==> config.mk <==
export PLATFORM = sky130hd
export DESIGN_NAME = instr_memory_loader
export DESIGN_NICKNAME = d
export VERILOG_FILES = /design/src/rtl/instr_mem_pkg.sv /design/src/rtl/instr_mem_array.sv /design/src/rtl/instr_memory_loader.sv
export SDC_FILE = /design/constraint.sdc
export NUM_CORES = 2
export LEC_CHECK = 0
export ABC_CLOCK_PERIOD_IN_PS = 6380
export CORE_AREA = 2 2 636 638
export CTS_CLUSTER_DIAMETER = 200
export DETAILED_ROUTE_END_ITERATION = 10
export DIE_AREA = 0 0 638 640
export GPL_TIMING_DRIVEN = 0
export HOLD_SLACK_MARGIN = 0.15
export REMOVE_ABC_BUFFERS = 1
export SLEW_MARGIN = 20
export SYNTH_ARGS = -nofsm -noshare
export SYNTH_HDL_FRONTEND = slang
export SYNTH_SLANG_ARGS = --single-unit
==> constraint.sdc <==
create_clock -name i_clk -period 6.38 [get_ports i_clk]
set_input_delay 1.276 -clock i_clk [delete_from_list [all_inputs] [get_ports i_clk]]
set_output_delay 1.276 -clock i_clk [all_outputs]
set_load 0.05 [all_outputs]
==> src/rtl/instr_mem_pkg.sv <==
// Shared types and constants for the loadable instruction memory.
package instr_mem_pkg;

  typedef enum logic [1:0] {
    IDLE = 2'd0,
    LOAD = 2'd1,
    DONE = 2'd2
  } load_state_t;

  localparam logic [31:0] DEFAULT_HALT_WORD = 32'hFFFF_FFFF;

  // Bytes per word; the word width is an integer multiple of the byte width.
  function automatic int calc_bpw(input int nb_data, input int nb_byte);
    return nb_data / nb_byte;
  endfunction

endpackage

==> src/rtl/instr_mem_array.sv <==
// Synchronous 1R1W word array with registered read port.
module instr_mem_array #(
  parameter int    NB_DATA   = 32,
  parameter int    N_WORDS   = 128,
  parameter int    NB_ADDR   = 7,
  parameter string INIT_FILE = ""
) (
  input  logic               clk,
  input  logic               rst,
  input  logic               we,
  input  logic [NB_ADDR-1:0] waddr,
  input  logic [NB_DATA-1:0] wdata,
  input  logic               re,
  input  logic [NB_ADDR-1:0] raddr,
  output logic [NB_DATA-1:0] rdata
);

  localparam bit POW2 = (N_WORDS == (1 << NB_ADDR));

  logic [NB_DATA-1:0] mem [N_WORDS];
  logic               in_range;

  // Addresses past the end of a non-power-of-2 array read as zero.
  assign in_range = POW2 || (int'(raddr) < N_WORDS);

  always_ff @(posedge clk) begin
    if (we) mem[waddr] <= wdata;
  end

  always_ff @(posedge clk or posedge rst) begin
    if (rst)     rdata <= '0;
    else if (re) rdata <= in_range ? mem[raddr] : '0;
  end

endmodule

==> src/rtl/instr_memory_loader.sv <==
// Instruction memory with a byte-stream loader (MSB first) and a gated 1-cycle fetch port.
module instr_memory_loader
  import instr_mem_pkg::*;
#(
  parameter int                     NB_DATA_BUS = 32,
  parameter int                     NB_BYTE     = 8,
  parameter int                     N_ADDRESS   = 128,
  parameter int                     NB_ADDRESS  = $clog2(N_ADDRESS),
  parameter logic [NB_DATA_BUS-1:0] HALT_WORD   = NB_DATA_BUS'(DEFAULT_HALT_WORD),
  parameter string                  INIT_FILE   = ""
) (
  input  logic                   i_clk,
  input  logic                   i_rst,
  input  logic                   i_load_start,
  input  logic                   i_byte_valid,
  input  logic [NB_BYTE-1:0]     i_byte,
  output logic                   o_byte_ready,
  output logic                   o_load_busy,
  output logic                   o_load_done,
  output logic                   o_load_overflow,
  output logic [NB_ADDRESS:0]    o_load_count,
  input  logic [NB_ADDRESS-1:0]  i_r_addr,
  input  logic                   i_r_en,
  output logic [NB_DATA_BUS-1:0] o_r_data,
  output logic                   o_r_valid
);

  localparam int                  BPW        = calc_bpw(NB_DATA_BUS, NB_BYTE);
  localparam int                  NB_BCNT    = (BPW > 1) ? $clog2(BPW) : 1;
  localparam logic [NB_BCNT-1:0]  LAST_BYTE  = NB_BCNT'(BPW - 1);
  localparam logic [NB_ADDRESS:0] FULL_COUNT = (NB_ADDRESS + 1)'(N_ADDRESS);

  load_state_t            state;
  logic [NB_BCNT-1:0]     byte_cnt;
  logic [NB_DATA_BUS-1:0] shift_reg;
  logic [NB_DATA_BUS-1:0] word;
  logic                   accept;
  logic                   commit;
  logic                   rd_en;

  assign accept = (state == LOAD) && i_byte_valid;
  assign commit = accept && (byte_cnt == LAST_BYTE);
  // The final byte is written in the same edge it arrives, so bypass the shift register.
  assign word   = {shift_reg[NB_DATA_BUS-NB_BYTE-1:0], i_byte};
  assign rd_en  = i_r_en && (state != LOAD);

  assign o_byte_ready = (state == LOAD);
  assign o_load_busy  = (state == LOAD);
  assign o_load_done  = (state == DONE);

  always_ff @(posedge i_clk or posedge i_rst) begin
    if (i_rst) begin
      state           <= IDLE;
      byte_cnt        <= '0;
      shift_reg       <= '0;
      o_load_count    <= '0;
      o_load_overflow <= 1'b0;
    end else begin
      case (state)
        IDLE, DONE: begin
          if (i_load_start) begin
            state           <= LOAD;
            byte_cnt        <= '0;
            o_load_count    <= '0;
            o_load_overflow <= 1'b0;
          end
        end
        LOAD: begin
          if (accept) begin
            shift_reg <= word;
            if (commit) begin
              byte_cnt     <= '0;
              o_load_count <= o_load_count + 1'b1;
              if (word == HALT_WORD) begin
                state <= DONE;
              end else if (o_load_count + 1'b1 == FULL_COUNT) begin
                state           <= DONE;
                o_load_overflow <= 1'b1;
              end
            end else begin
              byte_cnt <= byte_cnt + 1'b1;
            end
          end
        end
        default: state <= IDLE;
      endcase
    end
  end

  always_ff @(posedge i_clk or posedge i_rst) begin
    if (i_rst) o_r_valid <= 1'b0;
    else       o_r_valid <= rd_en;
  end

  instr_mem_array #(
    .NB_DATA   (NB_DATA_BUS),
    .N_WORDS   (N_ADDRESS),
    .NB_ADDR   (NB_ADDRESS),
    .INIT_FILE (INIT_FILE)
  ) u_array (
    .clk   (i_clk),
    .rst   (i_rst),
    .we    (commit),
    .waddr (o_load_count[NB_ADDRESS-1:0]),
    .wdata (word),
    .re    (rd_en),
    .raddr (i_r_addr),
    .rdata (o_r_data)
  );

endmodule

==> flow_metrics.py <==
metrics = {
    "sta": {
        "slew_headroom": 0.1091,
        "fin_crit_ns": 5.869,
        "fin_ws_ns": 0.5111,
        "setup_viol": 0,
        "rsz0062_at_grt": "false",
        "final_max_slew_viol_count": 0,
        "timing.final.crit_share": 0.9199,
        "hold_viol_final": 0,
        "worst-slew-pin-transition_ns": 1.326,
        "fmax_mhz": 170.4,
        "clock_skew_ns": 0.06211,
    },
    "grt": {
        "grt_max_degree": 102,
        "track_usage": 0.2106,
        "grt_first_pass_wirelength_mm": 609.0,
        "grt_pass1_vias": 79060,
        "grt-ovfl-total": 0,
        "antenna_found_initial": 28,
    },
    "setup_path": {
        "cp-start-kind": "input port",
        "worst_ep_arrival_time_ns": 6.76,
        "cp_common_cell": "buf_16",
        "crit_slowest_cell": "a211oi_2",
        "worstPathRequired_ns": 7.27,
        "cpPeakStageDelay_ns": 0.81,
        "path_cells": "buf_16 > buf_16 > buf_16 > buf_16 > buf_16 > buf_16 > mux4_2 > mux2i_1 > a211oi_2 > o221ai_1 > nand3_1",
        "path_class": "in2reg",
        "cp-end-kind": "register",
        "cp_max_fo": 94,
    },
    "clock_network": {
        "cts_resized": 0,
        "cts.sinks": 4166,
        "post_cts_buffers": 0,
        "cts_tree": "yes",
        "ctsLongestPathBuffers": 4,
        "numCtsBuffers": 424,
        "clkTransAtPathRegs_ns": 0.06,
        "root_buffer": "clkbuf_16",
        "cts.hold.buffers_added": 0,
        "htree_levels": 5,
        "clk_latency_ns": 0.97,
    },
    "power_and_ir_drop": {
        "power.share.sequential": 0.524,
        "p_int_w": 0.04627,
        "p_leak_nw": 59.71,
        "ir_worst_vdd_uv": 249.3,
        "p_comb_frac": 0.064,
        "swShare": 0.2245,
        "clockPowerShare": 0.412,
        "power.density_mw_per_mm2": 317.8,
        "netSwitchingPower_w": 0.01339,
    },
    "synth": {
        "syn_inst": 7582,
        "ys_ff_latch": 4166,
        "ys_types": 56,
        "ys_seq_area_frac": 0.7802,
        "syn_area_mm2": 0.1599,
        "ys_async_sr_fraction": 0.01680,
        "synth.avg_cell_area_um2": 21.09,
        "ys_warn_count": 0,
        "synth_ff_type": "edfxtp_1",
        "synth_edf_count": 4096,
        "synth_area_leaders": "edfxtp_1, mux4_2, mux2i_1",
        "synth_top_cell_by_area": "edfxtp_1",
        "yosysTopAreaCellShare": 0.7693,
    },
    "run": {
        "drv_cap": 0,
    },
    "route": {
        "dr.pass1.iters": 5,
        "drcViolationCount": 0,
        "viasPerCell": 5.818,
        "routedWlPerCell_um": 32.14,
        "routed_wl_mm": 437.9,
        "ant_nets": 0,
        "vias": 79260,
        "drtIter0Drc": 9772,
    },
    "worst_hold_path": {
        "min_path_type": "reg2reg",
    },
    "final_layout": {
        "mostFrequentLayoutCell": "edfxtp_1",
        "largest_reg_flops": 4096,
        "drive_above_1_share": 0.2414,
        "stdcell_count": 13620,
        "layout_common_cells": "edfxtp_1, mux2i_1, mux4_2, clkbuf_16, o22ai_1",
        "layout.nets": 7986,
        "syn2layout_area_growth_pct": 17.40,
        "fin_util": 0.4676,
    },
    "placement": {
        "place_hpwl_mm": 277.4,
        "port_buffers": 64,
        "dp_cells": 12820,
        "dp_slack_ns": -0.2926,
        "place.gp.congestion": 0.7743,
    },
    "die": {
        "core_area_mm2": 0.4014,
        "die_x_um": 638,
        "die_h_um": 640,
        "start_util": 0.3983,
        "die_area_mm2": 0.4083,
        "ios": 65,
        "num_rows": 233,
    },
    "status": {
        "status": "finished clean",
    },
}
## power groups by stage
stage | logic (W) | registers, W | clock network, W
finish | 0.00384 | 0.0313 | 0.0246
global route | 0.00402 | 0.0313 | 0.0259
CTS | 0.00386 | 0.0313 | 0.0249
detailed placement | 0.00386 | 0.0318 | 0
global placement | 0.00661 | 0.0329 | 0
floorplan | 0.00113 | 0.0321 | 0
## cells in the mapped netlist (all sizes together), types with 10 or more instances
cell    count
a211oi     43
a21oi     164
a221o      33
a221oi     49
a22oi     130
a31oi      30
buf       260
clkbuf    194
dfrtp      70
edfxtp   4096
mux2      136
mux2i     776
mux4      666
nand2      73
nand2b     40
nand3      70
nand4      10
nor2      156
nor2b      22
nor3      110
o211ai     30
o21ai      23
o221ai     61
o22ai     252
o31ai      20
or2        12
## critical path, delay by kind of cell
kind                   cells  cell delay, ns
AOI/OAI and AO/OA          2            1.48
buffers and inverters      6            2.55
muxes                      2            0.44
and+or+nand+nor            1            0.24
## layer usage
| metal | part of all wire | routed length [um] | track usage | up-vias |
|---|---|---|---|---|
| met5 | 0.00014 | 62 | 0 | - |
| met4 | 0.035 | 15540 | 0.06995 | 10 |
| met3 | 0.084 | 36750 | 0.04118 | 598 |
| met2 | 0.48 | 212300 | 0.3451 | 3456 |
| met1 | 0.40 | 173200 | 0.2829 | 42450 |
| li1 | - | - | - | 32740 |
## through the flow
stage	area, um2	hold slack, ns	total power (W)	setup TNS (ns)
2_1_floorplan	157400	0.4624	0.03326	0
3_3_place_gp	164700	0.4826	0.03947	-5506.34
3_5_place_dp	173900	0.4995	0.03569	-2.024
4_1_cts	187600	0.5126	0.05997	0
5_1_grt	187700	0.5291	0.06122	0
6_report	187700	0.5225	0.05966	0
## cells by family after synthesis
family | share of synthesized area
flip-flops | 0.7802
multiplexers | 0.1520
AO/OA/AOI/OAI | 0.03675
AND/OR/NAND/NOR | 0.01532
buffers and inverters | 0.01546
XOR/XNOR | 0.0001096
adder cells (fa/ha/maj) | 0.0001565
## final timing paths
check / startpoint / endpoint / slack (ns) / cells past startpoint
worst max-delay path: i_r_addr[0] / u_array.rdata[26] / 0.51 / 11
min in group asynchronous: i_rst / u_array.rdata[24] / 0.76 / 2
worst max register to register: state[1] / u_array.mem[44][2] / 1.87 / 10
max in group asynchronous: i_rst / shift_reg[17] / 4.81 / 3
worst min register to register: u_array.rdata[20] / u_array.rdata[20] / 0.52 / 2
worst min-delay path: u_array.rdata[20] / u_array.rdata[20] / 0.52 / 2
## final cells by class
| cell class | count | area [um2] |
|---|---|---|
| Fill cell | 32500 | 213700 |
| Sequential cell | 4166 | 124800 |
| Clock inverter | 235 | 2366 |
| Clock buffer | 552 | 11400 |
| Multi-Input combinational cell | 2957 | 34140 |
| Timing Repair Buffer | 410 | 8298 |
| Antenna cell | 12 | 30.03 |
| Tap cell | 5287 | 6615 |
| Inverter | 5 | 23.77 |
Power figures use the tool's default switching activity.
